File: config.mk
export PLATFORM = sky130hd
export DESIGN_NAME = conv_window_ctrl
export DESIGN_NICKNAME = d
export VERILOG_FILES = /design/src/rtl/conv_window_ctrl.sv
export SDC_FILE = /design/constraint.sdc
export NUM_CORES = 1
export LEC_CHECK = 0
export CORE_MARGIN = 1
export CORE_UTILIZATION = 45
export CTS_CLUSTER_DIAMETER = 50
export DETAILED_ROUTE_END_ITERATION = 16
export PLACE_DENSITY = 0.76
export SYNTH_ARGS = -nofsm -noshare
export SYNTH_HDL_FRONTEND = slang
export SYNTH_SLANG_ARGS = --single-unit
File: constraint.sdc
create_clock -name clk_i -period 8.2 [get_ports clk_i]
set_clock_uncertainty 0.05 [all_clocks]
set_input_delay 1.64 -clock clk_i [delete_from_list [all_inputs] [get_ports clk_i]]
set_output_delay 1.64 -clock clk_i [all_outputs]
set_load 0.05 [all_outputs]
File: src/rtl/conv_window_ctrl.sv
// conv_window_ctrl: sequences a raster pixel stream into KERNEL_WIDTH+1 line buffers and walks K x K window positions.
// Latency: the edge writing the last pixel of a needed line makes the window valid in the next cycle; window data is combinational from the buffers.
// Backpressure: pixel_ready_o drops when every buffer holds an unread line or the frame's pixels are all in; windows hold until window_ready_i.
//
// Ports:
//   clk_i, resetn_i                 single clock, asynchronous active-low reset
//   start_i, abort_i                frame start (IDLE only, dimension checked) and frame cancel (highest priority)
//   image_dimension                 square image side, latched on an accepted start
//   pixel_valid_i / pixel_ready_o   input pixel handshake; buf_we_o is the one-hot write strobe into buffer wr_sel
//   buf_clear_n_o                   buffer clear, low while idle
//   read_address_o, row_sel_o       shared column address and top-row buffer index of the current window
//   window_valid_o / window_ready_i window handshake with window_row_o, window_col_o, window_last_o
//   frame_done_o, busy_o            end-of-frame pulse and non-idle flag
// Optional build macro CONV_WINDOW_CTRL_STALL_CNT_EN adds saturating in_stall_cnt_o / out_stall_cnt_o.
module conv_window_ctrl #(
    parameter int  KERNEL_WIDTH   = 3,
    parameter int  MAX_LINE_WIDTH = 32,
    localparam int NB             = KERNEL_WIDTH + 1,
    localparam int AW             = $clog2(MAX_LINE_WIDTH),
    localparam int SW             = $clog2(NB)
) (
    input  logic          clk_i,
    input  logic          resetn_i,
    input  logic          start_i,
    input  logic          abort_i,
    input  logic [AW-1:0] image_dimension,
    input  logic          pixel_valid_i,
    output logic          pixel_ready_o,
    output logic [NB-1:0] buf_we_o,
    output logic          buf_clear_n_o,
    output logic [AW-1:0] read_address_o,
    output logic [SW-1:0] row_sel_o,
    output logic          window_valid_o,
    input  logic          window_ready_i,
    output logic [AW-1:0] window_row_o,
    output logic [AW-1:0] window_col_o,
    output logic          window_last_o,
    output logic          frame_done_o,
    output logic          busy_o
`ifdef CONV_WINDOW_CTRL_STALL_CNT_EN
    ,
    output logic [15:0]   in_stall_cnt_o,
    output logic [15:0]   out_stall_cnt_o
`endif
);

    localparam int LW = $clog2(NB + 1);
    localparam int PW = 2 * AW + 1;

    localparam logic [1:0] ST_IDLE   = 2'd0;
    localparam logic [1:0] ST_ACTIVE = 2'd1;
    localparam logic [1:0] ST_DONE   = 2'd2;

    localparam logic [AW:0]   DIM_MIN    = (AW+1)'(KERNEL_WIDTH);
    localparam logic [AW:0]   DIM_MAX    = (AW+1)'(MAX_LINE_WIDTH);
    localparam logic [AW-1:0] K_AW       = AW'(KERNEL_WIDTH);
    localparam logic [LW-1:0] LINES_FULL = LW'(NB);
    localparam logic [LW-1:0] LINES_WIN  = LW'(KERNEL_WIDTH);
    localparam logic [SW-1:0] SEL_LAST   = SW'(NB - 1);

    logic [1:0]    state_q;
    logic [AW-1:0] dim_q;
    logic [AW-1:0] wr_col_q;
    logic [AW-1:0] rd_col_q;
    logic [AW-1:0] win_row_q;
    logic [PW-1:0] wr_pix_q;
    logic [SW-1:0] wr_sel_q;
    logic [SW-1:0] row_sel_q;
    // Number of buffers holding a complete, not yet released line.
    logic [LW-1:0] lines_q;

    logic          active;
    logic          start_ok;
    logic          wr_fire;
    logic          rd_fire;
    logic          line_done;
    logic          row_done;
    logic [AW-1:0] dim_m1;
    logic [AW-1:0] last_pos;
    logic [PW-1:0] pix_total;

    function automatic logic [SW-1:0] next_sel(input logic [SW-1:0] sel);
        return (sel == SEL_LAST) ? '0 : sel + SW'(1);
    endfunction

    assign active    = (state_q == ST_ACTIVE);
    assign dim_m1    = dim_q - AW'(1);
    assign last_pos  = dim_q - K_AW;
    assign pix_total = PW'(dim_q) * PW'(dim_q);

    assign start_ok = start_i
                   && ({1'b0, image_dimension} >= DIM_MIN)
                   && ({1'b0, image_dimension} <= DIM_MAX);

    // With lines_q < NB the buffer at wr_sel is never one of the K being read.
    assign pixel_ready_o = active && (lines_q < LINES_FULL) && (wr_pix_q < pix_total);
    assign wr_fire       = pixel_valid_i && pixel_ready_o;
    assign line_done     = wr_fire && (wr_col_q == dim_m1);
    assign buf_we_o      = wr_fire ? (NB'(1) << wr_sel_q) : '0;

    assign window_valid_o = active && (lines_q >= LINES_WIN);
    assign rd_fire        = window_valid_o && window_ready_i;
    assign row_done       = rd_fire && (rd_col_q == last_pos);
    // Gated by ACTIVE so a small latched dimension cannot raise it while idle.
    assign window_last_o  = active && (win_row_q == last_pos) && (rd_col_q == last_pos);

    assign read_address_o = rd_col_q;
    assign window_col_o   = rd_col_q;
    assign window_row_o   = win_row_q;
    assign row_sel_o      = row_sel_q;
    assign buf_clear_n_o  = (state_q != ST_IDLE);
    assign busy_o         = (state_q != ST_IDLE);
    assign frame_done_o   = (state_q == ST_DONE);

    always_ff @(posedge clk_i or negedge resetn_i) begin
        if (!resetn_i) begin
            state_q   <= ST_IDLE;
            dim_q     <= '0;
            wr_col_q  <= '0;
            rd_col_q  <= '0;
            win_row_q <= '0;
            wr_pix_q  <= '0;
            wr_sel_q  <= '0;
            row_sel_q <= '0;
            lines_q   <= '0;
        end else if (abort_i || (state_q == ST_DONE)) begin
            // Every path into IDLE leaves the sequencing state cleared.
            state_q   <= ST_IDLE;
            wr_col_q  <= '0;
            rd_col_q  <= '0;
            win_row_q <= '0;
            wr_pix_q  <= '0;
            wr_sel_q  <= '0;
            row_sel_q <= '0;
            lines_q   <= '0;
        end else if (state_q == ST_IDLE) begin
            if (start_ok) begin
                state_q <= ST_ACTIVE;
                dim_q   <= image_dimension;
            end
        end else if (active) begin
            if (wr_fire) begin
                wr_pix_q <= wr_pix_q + PW'(1);
                if (line_done) begin
                    wr_col_q <= '0;
                    wr_sel_q <= next_sel(wr_sel_q);
                end else begin
                    wr_col_q <= wr_col_q + AW'(1);
                end
            end
            if (rd_fire) begin
                if (row_done) begin
                    rd_col_q  <= '0;
                    row_sel_q <= next_sel(row_sel_q);
                    win_row_q <= win_row_q + AW'(1);
                end else begin
                    rd_col_q <= rd_col_q + AW'(1);
                end
            end
            // A completed line and a released row in the same cycle cancel out.
            if (line_done && !row_done) begin
                lines_q <= lines_q + LW'(1);
            end else if (!line_done && row_done) begin
                lines_q <= lines_q - LW'(1);
            end
            if (rd_fire && window_last_o) begin
                state_q <= ST_DONE;
            end
        end else begin
            state_q <= ST_IDLE;
        end
    end

`ifdef CONV_WINDOW_CTRL_STALL_CNT_EN
    logic start_acc;
    assign start_acc = (state_q == ST_IDLE) && !abort_i && start_ok;

    always_ff @(posedge clk_i or negedge resetn_i) begin
        if (!resetn_i) begin
            in_stall_cnt_o  <= '0;
            out_stall_cnt_o <= '0;
        end else if (start_acc) begin
            in_stall_cnt_o  <= '0;
            out_stall_cnt_o <= '0;
        end else begin
            if (active && pixel_valid_i && !pixel_ready_o && (in_stall_cnt_o != 16'hFFFF)) begin
                in_stall_cnt_o <= in_stall_cnt_o + 16'd1;
            end
            if (active && window_valid_o && !window_ready_i && (out_stall_cnt_o != 16'hFFFF)) begin
                out_stall_cnt_o <= out_stall_cnt_o + 16'd1;
            end
        end
    end
`else
    // Stall instrumentation not built.
`endif

endmodule

==> results of run 1 <==
-- worst max-delay path: stages (launching register included) --
cell and delay (ns):
dfrtp_1 0.58, inv_1 0.21, fa_1 0.56, fa_1 0.55
inv_1 0.04, ha_1 0.27, a31o_2 0.25, ha_1 0.31
nor2b_1 0.15, o21a_1 0.19, o41ai_1 0.35, xnor2_1 0.12
ha_1 0.20, or3_1 0.38, a211oi_2 0.28, o2111a_2 0.46
and2_1 0.18, clkdlybuf4s50_1 0.80
-- worst max-delay path by stage --
| stage | endpoint | slack [ns] | cells after the start |
|---|---|---|---|
| after floorplan | buf_we_o[0] | 1.35 | 18 |
| after global placement | buf_we_o[1] | 0.90 | 17 |
| after detailed placement | buf_we_o[1] | 0.64 | 17 |
| after CTS | buf_we_o[1] | 0.31 | 17 |
| after global routing | buf_we_o[0] | 0.04 | 17 |
| final | buf_we_o[1] | 0.32 | 17 |
-- per-layer routing --
layer | global-route usage (%) | vias up | part of all wire, %
met3 | 3.31 | 11 | 3.3
met4 | 7.27 | 0 | 2.2
met5 | 0 | - | 0
met1 | 26.0 | 1250 | 46
li1 | - | 1266 | -
met2 | 32.4 | 53 | 49
-- layout make-up --
class                   instances  area [µm²]
repair buffers                 37         365
multi-input cells             270        1980
well taps                      80         100
fillers                       638        3150
clock buffers                   6        82.6
inverters                      16        60.1
flip-flops and latches         40        1000
clock inverters                 2        13.8
-- state kept, by name, indices dropped and copies added (netlist names) --
name            cells
dim_q               5
lines_q             3
row_sel_o           2
read_address_o      5
window_row_o        5
state_q             2
wr_sel_q            2
wr_pix_q           11
wr_col_q            5
-- metrics by stage --
| stage | cells | instance area (µm²) | setup slack [ns] |
|---|---|---|---|
| 6_report | 451 | 3600 | 0.317 |
| 5_1_grt | 451 | 3600 | 0.0445 |
| 4_1_cts | 451 | 3600 | 0.313 |
| 3_5_place_dp | 443 | 3510 | 0.643 |
| 3_3_place_gp | 443 | 3510 | 0.900 |
| 2_1_floorplan | 342 | 3130 | 1.35 |
-- cells in the mapped netlist (3+ instances only) --
library cell,instances,area [µm²]
a21o_1,5,37.5
a21oi_1,15,75.1
and2_1,9,56.3
and3_1,3,18.8
buf_2,3,15.0
buf_4,6,45.0
clkbuf_1,7,26.3
dfrtp_1,40,1000
fa_1,4,80.1
ha_1,30,375
inv_1,16,60.1
mux2i_1,5,50.1
nand2_1,31,116
nand3_1,10,50.1
nand4_1,6,37.5
nor2_1,27,101
nor2b_1,10,62.6
nor3_1,9,45.0
nor3b_1,3,22.5
nor4_1,3,18.8
nor4b_1,3,26.3
o21a_1,5,37.5
o21ai_0,15,75.1
or3_1,6,37.5
xnor2_1,16,140
xor2_1,15,131
-- power groups by stage --
stage	registers (W)	clock network [W]	logic [W]
after floorplan	0.000223	0	0.000193
after global placement	0.000232	0	0.000233
after detailed placement	0.000234	0	0.000243
after CTS	0.000230	0.000147	0.000244
after global routing	0.000232	0.000154	0.000277
final	0.000230	0.000145	0.000243
-- kinds of logic after synthesis --
| family | Yosys count | share of synthesized area, % |
|---|---|---|
| AO/OA/AOI/OAI | 64 | 14.0 |
| XOR/XNOR | 33 | 10.1 |
| adder cells (fa/ha/maj) | 34 | 14.6 |
| buffers and inverters | 32 | 4.68 |
| flip-flops | 40 | 32.0 |
| multiplexers | 7 | 2.32 |
| AND/OR/NAND/NOR | 132 | 22.4 |
-- layout by cell type (no fill, tap or decap), drive strengths merged, types with 11 or more instances in the layout --
master         netlist  final
nor2                27     27
xor2                15     15
xnor2               16     16
clkdlybuf4s50        0     36
nand2               31     31
inv                 16     17
dfrtp               40     40
a21oi               15     15
ha                  30     30
nand3               11     11
o21ai               16     16
==> results_dict.tcl, run 1 <==
set metrics [dict create \
    antenna_found_initial 0 \
    avgSynthCellArea_um2 9.15 \
    hold_slack_ns 0.485 \
    worstPathMaxFanout 17 \
    worst_hold_path_type "reg2reg" \
    yosysSeqAreaShare_pct 32.0 \
    routed_via_density 5.72 \
    hold_start "wr_pix_q[10]" \
    clk_pin_slew_worst_paths_ns 0.09 \
    ir_drop_uv 87.7 \
    leakage_nw 1.59 \
    p_per_area_nw_per_um2 171 \
    tritoncts "built" \
    final_antenna_net_count 0 \
    clk_path_buf_depth 2 \
    cts_resized 0 \
    setup_viol_count_final 0 \
    finalCriticalPeriod_ns 7.88 \
    hold_buffers 0 \
    hold_viol_final 0 \
    io_buffers 37 \
    outcome "finished clean" \
    netlist_instances 342 \
    clock-root-buffer "clkbuf_8" \
    ys.flop_type "dfrtp_1" \
    cp-startpoint "dim_q[2]" \
    grt_pass1_wl_mm 11.4 \
    synth_area_um2 3130 \
    ys_ff_latch 40 \
    place_congestion 0.791 \
    synthToLayoutAreaGrowth_pct 15.2 \
    power_w 0.000618 \
    grt_pass1_vias 2434 \
    drt_wl_total_mm 6.78 \
    ioPinCount 38 \
    core-area_um2 6760 \
    synth_nets 387 \
    switching_share_pct 38.5 \
    slew_violations 0 \
    clkLatencyLatePin_ns 0.30 \
    drive_above_1_share_pct 4.85 \
    synth-edff-count 0 \
    relSlewSlack_pct 40.7 \
    pwr-share-clk_pct 23.5 \
    fp.dieW_um 85.4 \
    fmax_mhz 127 \
    whs_path_depth 1 \
    globalRouteTotalUtil_pct 19.7 \
    intPower_w 0.000380 \
    setup-tns-final_ns 0 \
    r2r_setup_slack_ns 1.63 \
    vias 2580 \
    post-route-drc-count 0 \
    period_share_pct 96.1 \
    required_ns 6.51 \
    routedWlPerCell_um 15.0 \
    diodes 0 \
    r2r-start "dim_q[2]" \
    r2r_cells 21 \
    cts_max_level 2 \
    drtIter0Drc 99 \
    postCtsSetupBuffers 0 \
    final_nets 415 \
    min_to "wr_pix_q[10]" \
    grt_max_degree 41 \
    p_comb_share_pct 39.3 \
    endpoint_kind "output port" \
    tightest_slew_ns 0.890 \
    fin_util_pct 53.4 \
    yosysUniqueCellTypes 52 \
    maxCapViolCount 0 \
    dieArea_um2 7290 \
    dr.pass1.iters 4 \
    ys_warn_count 0 \
    dp_hpwl_mm 5.20 \
    power_frac_seq_pct 37.2 \
    p_switching_w 0.000238 \
    arrival_ns 6.19 \
    timing.rr.end "lines_q[2]" \
    cts_sinks 40 \
    critPathKind "reg2out" \
    critPathLaunchType "flop" \
    cts-buffers-inserted 5 \
    fp.dieH_um 85.4 \
    async_flop_share_pct 100 \
    overflow 0 \
    rsz0062_at_grt "false" \
    rows 30 \
    start_util_pct 46.3 \
]
Note: power is estimated with default switching activity, not from simulation.
==> inputs of run 2 (changes only) <==
ABC_AREA = 1   (was unset)
CTS_BUF_LIST = sky130_fd_sc_hd__clkbuf_4 sky130_fd_sc_hd__clkbuf_8   (was unset)
PLACE_DENSITY = 0.75   (was 0.76)
==> results_dict.tcl, run 2 <==
set metrics [dict create \
    cts-buffers-inserted 5 \
    leakage_nw 1.84 \
    synth_nets 496 \
    power_w 0.000641 \
    clk_path_buf_depth 2 \
    pre_cts_ws_ns 1.18 \
    arrival_ns 5.64 \
    globalRouteTotalUtil_pct 20.7 \
    ir_drop_uv 83.7 \
    finalCriticalPeriod_ns 7.33 \
    grt_pass1_vias 2730 \
    setup-tns-final_ns 0 \
    fmax_mhz 136 \
    core-area_um2 6870 \
    relSlewSlack_pct 36.6 \
    dr.pass1.iters 4 \
    worstPathMaxFanout 11 \
    synth-edff-count 0 \
    largest-register "wr_pix_q" \
    diodes 0 \
    final_nets 528 \
    ioPinCount 38 \
    postCtsSetupBuffers 0 \
    cts_max_level 2 \
    synth.area.top_cells "dfrtp_1, nand2_1, ha_1" \
    largest_reg_flops 11 \
    overflow 0 \
    rows 30 \
    dieArea_um2 7530 \
    async_flop_share_pct 100 \
    io_buffers 37 \
    yosysSeqAreaShare_pct 30.9 \
    grt_max_degree 41 \
    routed_via_density 4.98 \
    yosysUniqueCellTypes 32 \
    synth_compound_area_share_pct 8.43 \
    fp.dieW_um 86.8 \
    fp.dieH_um 86.8 \
    post-synth-top-count-cell "nand2_1" \
    synth_largest_area_cell "dfrtp_1" \
    ys_warn_count 0 \
    design_area_um2 3740 \
    drtIter0Drc 196 \
    cts_resized 0 \
    synthToLayoutAreaGrowth_pct 15.5 \
    netlist_instances 451 \
    routedWlPerCell_um 12.4 \
    dp_hpwl_mm 5.60 \
    drive_above_1_share_pct 5.59 \
    tightest_slew_ns 0.952 \
    critPathLaunchType "flop" \
    synth-xor-area-share_pct 5.68 \
    setup_slack_ns 0.869 \
    ys.flop_type "dfrtp_1" \
    cts_sinks 40 \
    clkLatencyLatePin_ns 0.29 \
    slew_violations 0 \
    synth_commonest_cells "nand2_1, inv_1, nor2_1" \
    vias 2885 \
    hold_buffers 0 \
    layout_common_cells "nand2_1, inv_1, nor2_1, dfrtp_1" \
    multiInputGateArea_um2 1860 \
    endpoint_kind "output port" \
    clock-root-buffer "clkbuf_8" \
    tritoncts "built" \
    synthMuxAreaShare_pct 0 \
    dpl-instance-area_um2 3640 \
    post-route-drc-count 0 \
    clk_pin_slew_worst_paths_ns 0.07 \
    rsz0062_at_grt "false" \
    fillCellCount 645 \
    final_antenna_net_count 0 \
    final_common_cell "nand2_1" \
    period_share_pct 89.4 \
    avgSynthCellArea_um2 7.17 \
    critPathKind "reg2out" \
    maxCapViolCount 0 \
    antenna_found_initial 0 \
    regArea_um2 1000 \
    place_congestion 0.839 \
    required_ns 6.51 \
    grt_pass1_wl_mm 12.2 \
    synth_area_um2 3240 \
    setup_viol_count_final 0 \
    p_per_area_nw_per_um2 172 \
    hold_viol_final 0 \
    synth_fa_ha_area_share_pct 14.1 \
    ys_ff_latch 40 \
    outcome "finished clean" \
    synth_top_family_by_area "simple AND/OR/NAND/NOR gates" \
    start_util_pct 47.1 \
    worst_hold_path_type "reg2reg" \
    synth.top_cell.area_share_pct 30.9 \
    drt_wl_total_mm 7.17 \
    synth-simple-area-share_pct 29.3 \
]
## run 2: final timing paths
kind / cells after the start / slack (ns) / startpoint / to
max reg2reg: 27 / 2.56 / dim_q[3] / lines_q[1]
min reg2reg: 2 / 0.46 / lines_q[0] / lines_q[0]
min: 2 / 0.46 / lines_q[0] / lines_q[0]
max in group asynchronous: 1 / 6.06 / resetn_i / lines_q[0]
max: 22 / 0.87 / dim_q[3] / buf_we_o[2]
min in group asynchronous: 1 / 1.45 / resetn_i / dim_q[1]
## run 2: final cells by class
cell class	count	share of cell area, %
repair buffers	38	9.98
clock buffers	7	2.58
flip-flops and latches	40	26.8
multi-input cells	322	49.8
inverters	76	7.64
well taps	96	3.22
## run 2: power by group
part,leakage [nW],total [W],internal (W),switching (W)
combinational,1.24,0.000268,0.0000977,0.000171
sequential,0.549,0.000232,0.000206,0.0000255
clock,0.0503,0.000141,0.0000750,0.0000663
## run 2: per-stage QoR
| step | instances | utilization [%] | hold WS, ns |
|---|---|---|---|
| CTS | 579 | 54.4 | 0.467 |
| detailed placement | 572 | 53.0 | 0.449 |
| global route | 579 | 54.4 | 0.495 |
| finish | 579 | 54.4 | 0.462 |
| floorplan | 451 | - | 0.413 |
| global placement | 572 | 53.0 | 0.435 |
## run 2: cell families (layout without fill, tap and decap cells)
kind of cell               count (synthesis)  after routing
xor gates and xnor gates                  21             21
adders and majority gates                 34             34
DFF                                       40             40
and+or+nand+nor                          217            217
buffers and inverters                     89            121
AOI/OAI and AO/OA                         50             50
## run 2: worst max-delay path: stages (launching register included)
cell             delay (ns)
dfrtp_1                0.60
nand2_1                0.18
fa_1                   0.49
fa_1                   0.54
inv_1                  0.05
ha_1                   0.28
a31o_2                 0.24
ha_1                   0.32
nand2_1                0.09
nand2_1                0.05
a21oi_1                0.18
nor2_1                 0.07
o21ai_0                0.23
nand2_1                0.08
nand3_1                0.07
nand2_1                0.07
ha_1                   0.29
nand2_1                0.08
a21oi_1                0.04
nor2_1                 0.24
nand4_4                0.21
nor2_1                 0.13
clkdlybuf4s50_1        0.81
## run 2: routing by layer
metal	share of wire (%)	vias up	global-route usage, %	wire length [µm]
li1	-	1485	-	-
met1	46	1335	26.8	3280
met2	49	57	36.1	3510
met3	4.4	8	3.14	312
met4	0.96	0	5.30	69
met5	0	-	0	0
==> inputs of run 3 (changes only) <==
GPL_TIMING_DRIVEN = 1   (was unset)
HOLD_SLACK_MARGIN = 0.15   (was unset)
RECOVER_POWER = 50   (was unset)
==> results_dict.tcl, run 3 (synthesis results as in run 2) <==
set metrics [dict create \
    max_stage_delay_ns 0.81 \
    relSlewSlack_pct -52.5 \
    setup_viol_count_final 0 \
    post-route-drc-count 0 \
    synthToLayoutAreaGrowth_pct 15.1 \
    r2r_cells 27 \
    vias 2874 \
    clk_path_buf_depth 2 \
    rsz0062_at_grt "false" \
    crit_path_top_delay_cell "clkdlybuf4s50_1" \
    p_comb_share_pct 41.6 \
    grt_max_degree 41 \
    r2r-start "dim_q[3]" \
    crit_top_cell "nand2_1" \
    overflow 0 \
    violations "max-capacitance violations, max-slew violations" \
    grtUsageMet3_pct 3.14 \
    critPathKind "reg2out" \
    timing.rr.end "lines_q[1]" \
    largest_reg_flops 11 \
    antenna_found_initial 0 \
    fp.dieH_um 86.8 \
    setup_slack_ns 0.871 \
    clock-root-buffer "clkbuf_8" \
    largest-register "wr_pix_q" \
    hold_start "row_sel_o[1]" \
    r2r_setup_slack_ns 2.57 \
    whs_path_depth 2 \
    grt_pass1_vias 2730 \
    diodes 0 \
    postCtsSetupBuffers 0 \
    grt_use_met2_pct 36.1 \
    cts-buffers-inserted 5 \
    hold_viol_final 0 \
    required_ns 6.51 \
    cts_sinks 40 \
    place_congestion 0.839 \
    grt_pass1_wl_mm 12.2 \
    final_common_cell "nand2_1" \
    cts_max_level 2 \
    intPower_w 0.000379 \
    ir_drop_uv 83.7 \
    p_switching_w 0.000262 \
    p_per_area_nw_per_um2 172 \
    routedWlPerCell_um 12.5 \
    dieArea_um2 7530 \
    routed_via_density 4.96 \
    clk_pin_slew_worst_paths_ns 0.08 \
    final_nets 528 \
    setup-tns-final_ns 0 \
    core-area_um2 6870 \
    pwr-share-clk_pct 22.1 \
    finalCriticalPeriod_ns 7.33 \
    arrival_ns 5.64 \
    path_buf_inv 2 \
    leakage_nw 1.84 \
    switching_share_pct 40.9 \
    layout_common_cells "nand2_1, inv_1, nor2_1, dfrtp_1, nand3_1" \
    hold_slack_ns 0.462 \
    drt_wl_total_mm 7.21 \
    maxCapViolCount 1 \
    tritoncts "built" \
    drtIter0Drc 202 \
    worstPathMaxFanout 11 \
    cts_resized 0 \
    rows 30 \
    ioPinCount 38 \
    clkLatencyLatePin_ns 0.29 \
    drive_above_1_share_pct 5.18 \
    crit_chain "nand2_1 -> fa_1 -> fa_1 -> inv_1 -> ha_1 -> a31o_2 -> ha_1 -> nand2_1 -> nand2_1 -> a21oi_1 -> nor2_1 -> o21ai_0 -> nand2_1 -> nand3_1 -> nand2_1 -> ha_1 -> nand2_1 -> a21oi_1 -> nor2_1 -> nand4_4 -> nor2_1 -> clkdlybuf4s50_1" \
    outcome "finished with violations" \
    fillCellCount 645 \
    dr.pass1.iters 4 \
    fmax_mhz 136 \
    top_usage_layer "met2" \
    endpoint_kind "output port" \
    gr-usage-met1_pct 26.8 \
    slew_violations 41 \
    worst_hold_path_type "reg2reg" \
    critPathLaunchType "flop" \
    fp.dieW_um 86.8 \
    hold_buffers 0 \
    dp_hpwl_mm 5.60 \
    period_share_pct 89.4 \
    io_buffers 37 \
    crit_family "adder cells" \
    start_util_pct 47.1 \
    power_frac_seq_pct 36.3 \
    globalRouteTotalUtil_pct 20.7 \
    final_antenna_net_count 0 \
    cp-startpoint "dim_q[3]" \
    pre_cts_ws_ns 1.18 \
    tightest_slew_ns 2.29 \
    min_to "row_sel_o[1]" \
]
[run 3: worst max path at each step]
stage / to / slack, ns / depth (start not counted)
floorplan: buf_we_o[0] / 1.90 / 22
global placement: buf_we_o[3] / 1.36 / 22
detailed placement: buf_we_o[2] / 1.18 / 22
CTS: buf_we_o[2] / 0.87 / 22
global route: buf_we_o[0] / 0.45 / 22
finish: buf_we_o[2] / 0.87 / 22
[run 3: power by group through the flow]
stage               Combinational (W)  Sequential, W  Clock, W
floorplan                    0.000229       0.000217         0
global placement             0.000260       0.000235         0
detailed placement           0.000270       0.000236         0
CTS                          0.000272       0.000231  0.000145
global route                 0.000313       0.000235  0.000156
finish                       0.000266       0.000232  0.000142
[run 3: area by class of cell]
cell class	count	area (µm²)	area share (%)
Multi-Input combinational cell	322	1850	49.7
Sequential cell	40	1000	26.9
Timing Repair Buffer	38	372	9.98
Inverter	76	285	7.66
Tap cell	96	120	3.23
Clock buffer	7	96.3	2.59
[run 3: routing by layer]
metal	up-vias	wire [µm]	part of all wire, %
met4	0	69	0.96
met3	8	241	3.3
met5	-	0	0
met2	43	3540	49
li1	1487	-	-
met1	1336	3370	47
[run 3: per-stage QoR]
step	total power (W)	instance area, µm²	instances	util (%)
final	0.000640	3720	579	54.2
after global routing	0.000704	3720	579	54.2
after CTS	0.000648	3740	579	54.4
after detailed placement	0.000505	3640	572	53.0
after global placement	0.000494	3640	572	53.0
after floorplan	0.000445	3240	451	-
[run 3: worst min-delay path, delay by kind of cell (launching register included)]
kind	cells	cell delay [ns]
and+or+nand+nor	2	0.11
DFF	1	0.37
